File: src/rtl/id_ex_alu_issue.sv
// ID/EX pipeline register for the ALU path: decodes the ALU Operation code in ID,
// holds or bubbles on hazard-unit request, and forwards EX/MEM and MEM/WB results into the EX operands.
module id_ex_alu_issue #(
    parameter int DATA_WIDTH     = 32,
    parameter int OPCODE_LENGTH  = 4,
    parameter int REG_ADDR_WIDTH = 5
) (
    input  logic                      clk,
    input  logic                      reset,
    input  logic                      stall,
    input  logic                      flush,
    input  logic                      id_valid,
    input  logic [1:0]                id_alu_op,
    input  logic [2:0]                id_funct3,
    input  logic                      id_funct7_b5,
    input  logic                      id_alu_src,
    input  logic [DATA_WIDTH-1:0]     id_rs1_data,
    input  logic [DATA_WIDTH-1:0]     id_rs2_data,
    input  logic [DATA_WIDTH-1:0]     id_imm,
    input  logic [REG_ADDR_WIDTH-1:0] id_rs1_addr,
    input  logic [REG_ADDR_WIDTH-1:0] id_rs2_addr,
    input  logic [REG_ADDR_WIDTH-1:0] id_rd_addr,
    input  logic                      id_reg_write,
    input  logic                      exmem_reg_write,
    input  logic                      memwb_reg_write,
    input  logic [REG_ADDR_WIDTH-1:0] exmem_rd,
    input  logic [REG_ADDR_WIDTH-1:0] memwb_rd,
    input  logic [DATA_WIDTH-1:0]     exmem_result,
    input  logic [DATA_WIDTH-1:0]     memwb_result,
    output logic                      ex_valid,
    output logic [OPCODE_LENGTH-1:0]  ex_operation,
    output logic [DATA_WIDTH-1:0]     ex_src_a,
    output logic [DATA_WIDTH-1:0]     ex_src_b,
    output logic [DATA_WIDTH-1:0]     ex_store_data,
    output logic [REG_ADDR_WIDTH-1:0] ex_rd_addr,
    output logic                      ex_reg_write
);

    localparam logic [OPCODE_LENGTH-1:0] OP_AND = OPCODE_LENGTH'(4'b0000);
    localparam logic [OPCODE_LENGTH-1:0] OP_OR  = OPCODE_LENGTH'(4'b0001);
    localparam logic [OPCODE_LENGTH-1:0] OP_ADD = OPCODE_LENGTH'(4'b0010);
    localparam logic [OPCODE_LENGTH-1:0] OP_SLL = OPCODE_LENGTH'(4'b0011);
    localparam logic [OPCODE_LENGTH-1:0] OP_SRL = OPCODE_LENGTH'(4'b0100);
    localparam logic [OPCODE_LENGTH-1:0] OP_SUB = OPCODE_LENGTH'(4'b0101);
    localparam logic [OPCODE_LENGTH-1:0] OP_SRA = OPCODE_LENGTH'(4'b0110);
    localparam logic [OPCODE_LENGTH-1:0] OP_SLT = OPCODE_LENGTH'(4'b0111);
    localparam logic [OPCODE_LENGTH-1:0] OP_EQ  = OPCODE_LENGTH'(4'b1000);
    localparam logic [OPCODE_LENGTH-1:0] OP_NE  = OPCODE_LENGTH'(4'b1001);
    localparam logic [OPCODE_LENGTH-1:0] OP_LT  = OPCODE_LENGTH'(4'b1010);
    localparam logic [OPCODE_LENGTH-1:0] OP_GE  = OPCODE_LENGTH'(4'b1011);
    localparam logic [OPCODE_LENGTH-1:0] OP_XOR = OPCODE_LENGTH'(4'b1100);
    localparam logic [OPCODE_LENGTH-1:0] OP_UNS = OPCODE_LENGTH'(4'b1111);

    logic [OPCODE_LENGTH-1:0]  id_operation;

    logic                      valid_q,     valid_d;
    logic [OPCODE_LENGTH-1:0]  operation_q, operation_d;
    logic                      alu_src_q,   alu_src_d;
    logic [DATA_WIDTH-1:0]     rs1_data_q,  rs1_data_d;
    logic [DATA_WIDTH-1:0]     rs2_data_q,  rs2_data_d;
    logic [DATA_WIDTH-1:0]     imm_q,       imm_d;
    logic [REG_ADDR_WIDTH-1:0] rs1_addr_q,  rs1_addr_d;
    logic [REG_ADDR_WIDTH-1:0] rs2_addr_q,  rs2_addr_d;
    logic [REG_ADDR_WIDTH-1:0] rd_addr_q,   rd_addr_d;
    logic                      reg_write_q, reg_write_d;

    logic [DATA_WIDTH-1:0]     fwd_rs1;
    logic [DATA_WIDTH-1:0]     fwd_rs2;

    always_comb begin
        id_operation = OP_UNS;
        unique case (id_alu_op)
            2'b00: id_operation = OP_ADD;
            2'b01: begin
                unique case (id_funct3)
                    3'b000:  id_operation = OP_EQ;
                    3'b001:  id_operation = OP_NE;
                    3'b100:  id_operation = OP_LT;
                    3'b101:  id_operation = OP_GE;
                    default: id_operation = OP_UNS;
                endcase
            end
            default: begin
                // I-type ignores bit 30 for funct3=000 since ADDI has no SUB form
                unique case (id_funct3)
                    3'b000:  id_operation = (id_funct7_b5 && id_alu_op == 2'b10) ? OP_SUB : OP_ADD;
                    3'b001:  id_operation = OP_SLL;
                    3'b010:  id_operation = OP_SLT;
                    3'b011:  id_operation = OP_UNS;
                    3'b100:  id_operation = OP_XOR;
                    3'b101:  id_operation = id_funct7_b5 ? OP_SRA : OP_SRL;
                    3'b110:  id_operation = OP_OR;
                    default: id_operation = OP_AND;
                endcase
            end
        endcase
    end

    always_comb begin
        valid_d     = valid_q;
        operation_d = operation_q;
        alu_src_d   = alu_src_q;
        rs1_data_d  = rs1_data_q;
        rs2_data_d  = rs2_data_q;
        imm_d       = imm_q;
        rs1_addr_d  = rs1_addr_q;
        rs2_addr_d  = rs2_addr_q;
        rd_addr_d   = rd_addr_q;
        reg_write_d = reg_write_q;
        if (flush) begin
            valid_d     = 1'b0;
            operation_d = OP_ADD;
            alu_src_d   = 1'b0;
            rs1_data_d  = '0;
            rs2_data_d  = '0;
            imm_d       = '0;
            rs1_addr_d  = '0;
            rs2_addr_d  = '0;
            rd_addr_d   = '0;
            reg_write_d = 1'b0;
        end else if (!stall) begin
            valid_d     = id_valid;
            operation_d = id_operation;
            alu_src_d   = id_alu_src;
            rs1_data_d  = id_rs1_data;
            rs2_data_d  = id_rs2_data;
            imm_d       = id_imm;
            rs1_addr_d  = id_rs1_addr;
            rs2_addr_d  = id_rs2_addr;
            rd_addr_d   = id_rd_addr;
            reg_write_d = id_reg_write;
        end
    end

    always_ff @(posedge clk) begin
        if (reset) begin
            valid_q     <= 1'b0;
            operation_q <= OP_ADD;
            alu_src_q   <= 1'b0;
            rs1_data_q  <= '0;
            rs2_data_q  <= '0;
            imm_q       <= '0;
            rs1_addr_q  <= '0;
            rs2_addr_q  <= '0;
            rd_addr_q   <= '0;
            reg_write_q <= 1'b0;
        end else begin
            valid_q     <= valid_d;
            operation_q <= operation_d;
            alu_src_q   <= alu_src_d;
            rs1_data_q  <= rs1_data_d;
            rs2_data_q  <= rs2_data_d;
            imm_q       <= imm_d;
            rs1_addr_q  <= rs1_addr_d;
            rs2_addr_q  <= rs2_addr_d;
            rd_addr_q   <= rd_addr_d;
            reg_write_q <= reg_write_d;
        end
    end

    // EX/MEM is younger than MEM/WB, so it wins when both target the same register
    always_comb begin
        fwd_rs1 = rs1_data_q;
        if (exmem_reg_write && exmem_rd != '0 && exmem_rd == rs1_addr_q) begin
            fwd_rs1 = exmem_result;
        end else if (memwb_reg_write && memwb_rd != '0 && memwb_rd == rs1_addr_q) begin
            fwd_rs1 = memwb_result;
        end
    end

    always_comb begin
        fwd_rs2 = rs2_data_q;
        if (exmem_reg_write && exmem_rd != '0 && exmem_rd == rs2_addr_q) begin
            fwd_rs2 = exmem_result;
        end else if (memwb_reg_write && memwb_rd != '0 && memwb_rd == rs2_addr_q) begin
            fwd_rs2 = memwb_result;
        end
    end

    assign ex_valid      = valid_q;
    assign ex_operation  = operation_q;
    assign ex_src_a      = fwd_rs1;
    assign ex_store_data = fwd_rs2;
    assign ex_src_b      = alu_src_q ? imm_q : fwd_rs2;
    assign ex_rd_addr    = rd_addr_q;
    assign ex_reg_write  = reg_write_q;

endmodule

File: config.mk
export PLATFORM = sky130hd
export DESIGN_NAME = id_ex_alu_issue
export DESIGN_NICKNAME = d
export VERILOG_FILES = /design/src/rtl/id_ex_alu_issue.sv
export SDC_FILE = /design/constraint.sdc
export NUM_CORES = 1
export LEC_CHECK = 0
export ABC_AREA = 1
export CORE_AREA = 4 4 139 141
export DETAILED_ROUTE_END_ITERATION = 10
export DIE_AREA = 0 0 143 145
export PLACE_DENSITY = 0.76
export SLEW_MARGIN = 20
export SYNTH_ARGS = -nofsm -noshare
export SYNTH_HDL_FRONTEND = slang
export SYNTH_SLANG_ARGS = --single-unit
File: constraint.sdc
create_clock -name clk -period 1.53 [get_ports clk]
set_clock_uncertainty 0.2 [all_clocks]
set_input_delay 0.153 -clock clk [delete_from_list [all_inputs] [get_ports clk]]
set_output_delay 0.153 -clock clk [all_outputs]
set_load 0.02 [all_outputs]
==> impl_metrics.env <==
export IMPL_grt_pass1_wl_microns=43600
export IMPL_synth_top_area_frac=0.350
export IMPL_cts_sinks=118
export IMPL_synth_seq_cells=118
export IMPL_maxClockFrequency_ghz=0.404
export IMPL_rows=49
export IMPL_areaGrowthSynthToFinish_pct=99.3
export IMPL_initial_utilization=0.376
export IMPL_clock_latency_ns=0.42
export IMPL_power_leakage_uw=0.00584
export IMPL_pin_count=307
export IMPL_place_area_sq_um=11300
export IMPL_fin_crit_ns=2.47
export IMPL_hold_buffers=0
export IMPL_sw_frac_of_total=0.286
export IMPL_drt_iter0_drc=564
export IMPL_clk_path_buf_depth=2
export IMPL_layout_worst_path_cycle_share=1.62
export IMPL_hp_class="in2reg"
export IMPL_cp_max_fo=4
export IMPL_powerDensity_nw_per_um2=771
export IMPL_cp_top_family="buffers and inverters"
export IMPL_holdWs_ns=0.0508
export IMPL_synth_nets=1276
export IMPL_power_switching_uw=2970
export IMPL_htreeDepth=4
export IMPL_comb_power_share=0.248
export IMPL_cpMostUsedCell="buf_6"
export IMPL_drv_cap=0
export IMPL_core_area_sq_um=18000
export IMPL_worst_pin_slew_ns=0.447
export IMPL_max_slew_margin=0.702
export IMPL_cts_root_buf="clkbuf_16"
export IMPL_required_ns=1.18
export IMPL_clockPowerShare=0.440
export IMPL_crit_buf_inv=4
export IMPL_intPower_uw=7410
export IMPL_ys_warn_count=0
export IMPL_drive_gt1_frac=0.362
export IMPL_dieArea_sq_um=20700
export IMPL_dieHeight_microns=145
export IMPL_synth_edff_count=0
export IMPL_yosys_top_cells_count="nand2_1, nand3_1, a21oi_1"
export IMPL_start_kind="flop"
export IMPL_ys_flop_type="dfxtp_1"
export IMPL_grt_pass1_vias=8161
export IMPL_grt_usage=0.263
export IMPL_setup_viol=96
export IMPL_gp_congestion=0.857
export IMPL_synthArstFlopShare=0
export IMPL_violations="setup timing"
export IMPL_fillCellCount=1283
export IMPL_crit_path_max_incr_delay_ns=0.37
export IMPL_numCtsBuffers=17
export IMPL_wire_per_inst_microns=19.3
export IMPL_layout_nets=1633
export IMPL_seqPwrFrac=0.312
export IMPL_syn_inst=1076
export IMPL_final_area_sq_um=13500
export IMPL_yosysSeqAreaShare=0.350
export IMPL_overflow=0
export IMPL_crit_path_end_kind="output pin"
export IMPL_synth_area_sq_um=6760
export IMPL_synth_area_leader_cell="dfxtp_1"
export IMPL_viasPerCell=5.34
export IMPL_peakVddDrop_v=0.000801
export IMPL_vias=8946
export IMPL_drc_errors=0
export IMPL_rsz0062_at_grt="yes"
export IMPL_layout_setup_ws_ns=-0.945
export IMPL_synth_area_per_cell_sq_um=6.28
export IMPL_drt_antenna_violating_nets=0
export IMPL_finalWirelength_microns=32300
export IMPL_yosys_cell_types_count=25
export IMPL_status="complete, but fails checks"
export IMPL_cp_arrival_ns=2.12
export IMPL_dieWidth_microns=143
export IMPL_drtPass1Iterations=5
export IMPL_grt_max_degree=51
export IMPL_crit_type="reg2out"
export IMPL_slew_viol_final=0
export IMPL_grt_antenna_before_repair=1
export IMPL_crit_chain="xnor2_2 -> nand2_2 -> nor3_4 -> buf_6 -> buf_8 -> clkbuf_16 -> nand3_1 -> nand3_2 -> o21ai_4 -> buf_6"
export IMPL_yosys_top_cells_area="dfxtp_1, nand2_1, nand3_1, a21oi_1, inv_1"
export IMPL_critPathSlowestCell="dfxtp_4"
export IMPL_dp_hpwl_microns=21200
export IMPL_cts_tree="built"
export IMPL_port_buffers=306
export IMPL_synth_most_common_cell="nand2_1"
export IMPL_clkSlewWorstSetupHoldPaths_ns=0.06
export IMPL_hold_viol=0
==> tightest hold or removal path, stage by stage <==
cell	delay (ns)
buf_4	0.15
buf_12	0.19
nand2_1	0.08
a21oi_1	0.05
==> cell usage in the layout (no fill, tap or decap), drive strengths merged <==
cell           Yosys  final
inv              109    113
a32oi              1      1
nand3            167    167
xor2              11     11
xnor2              8      8
dfxtp            118    118
nand4             32     32
dlygate4sd2        0     11
clkinvlp           0      3
and2              32     32
diode              0      1
buf               37    202
nor2              15     15
nor3               4      4
nand2            306    306
clkinv             0      2
a211oi             1      1
clkbuf            44     26
a21oi            119    119
clkdlybuf4s50      0    198
o22ai              1      1
bufinv             0      5
o21ai             71     71
==> routing by layer <==
metal | vias up | part of all wire | global-route usage
met4 | 0 | 0.036 | 0.106
met3 | 94 | 0.077 | 0.0536
li1 | 4234 | - | -
met5 | - | 0 | 0
met1 | 4170 | 0.38 | 0.327
met2 | 448 | 0.51 | 0.441
==> through the flow <==
| step | utilization | setup WS, ns | power [uW] | TNS, ns | instances |
|---|---|---|---|---|---|
| global route | 0.750 | -1.00 | 10700 | -90.06 | 1676 |
| detailed placement | 0.626 | -1.28 | 5550 | -117.19 | 1622 |
| floorplan | - | -0.132 | 4300 | -10.70 | 1076 |
| finish | 0.750 | -0.945 | 10400 | -81.76 | 1676 |
| CTS | 0.668 | -1.01 | 10000 | -87.79 | 1660 |
| global placement | 0.626 | -1.22 | 5520 | -111.93 | 1622 |
==> layout make-up <==
type	instances	area, sq um	area share
antenna	1	2.50	0.000186
timing repair buffer	419	4460	0.332
multi-input combinational	768	5260	0.391
tap	229	287	0.0213
inverter	109	409	0.0304
clock inverter	14	221	0.0164
clock buffer	18	439	0.0326
sequential	118	2380	0.177
==> final timing paths <==
check | cells past startpoint | to | slack (ns) | from
max | 10 | ex_src_a[20] | -0.94 | rs1_addr_q[0]
min | 4 | imm_q[2] | 0.05 | stall
max reg2reg | 3 | alu_src_q | 0.47 | alu_src_q
min reg2reg | 2 | ex_rd_addr[4] | 0.26 | ex_rd_addr[4]
==> timing repair <==
item	4_1_cts	5_1_grt
pin swaps	7	29
endpoints found under the setup margin	107	96
resized for setup	454	389
gates cloned	1	12
buffers inserted	5	7
==> sequential cells by signal (all words and copies together) (netlist names) <==
signal	cells
alu_src_q	1
rs1_data_q	32
imm_q	32
ex_valid	1
ex_rd_addr	5
ex_reg_write	1
ex_operation	4
rs2_data_q	32
rs1_addr_q	5
rs2_addr_q	5
==> power by group through the flow <==
| stage | Combinational (uW) | Clock [uW] | Sequential, uW |
|---|---|---|---|
| 5_1_grt | 2710 | 4760 | 3250 |
| 6_report | 2570 | 4570 | 3240 |
| 3_5_place_dp | 2240 | 0 | 3300 |
| 2_1_floorplan | 996 | 0 | 3300 |
| 3_3_place_gp | 2220 | 0 | 3300 |
| 4_1_cts | 2220 | 4590 | 3230 |
==> logic make-up (layout without fill, tap and decap cells) <==
logic type / after synthesis / in the layout / synth area share
AO/OA/AOI/OAI: 193 / 193 / 0.144
XOR/XNOR: 19 / 19 / 0.0246
buffers and inverters: 190 / 560 / 0.112
flip-flops: 118 / 118 / 0.350
other: 0 / 1 / 0
AND/OR/NAND/NOR: 556 / 556 / 0.370
Power figures use the tool's default switching activity.
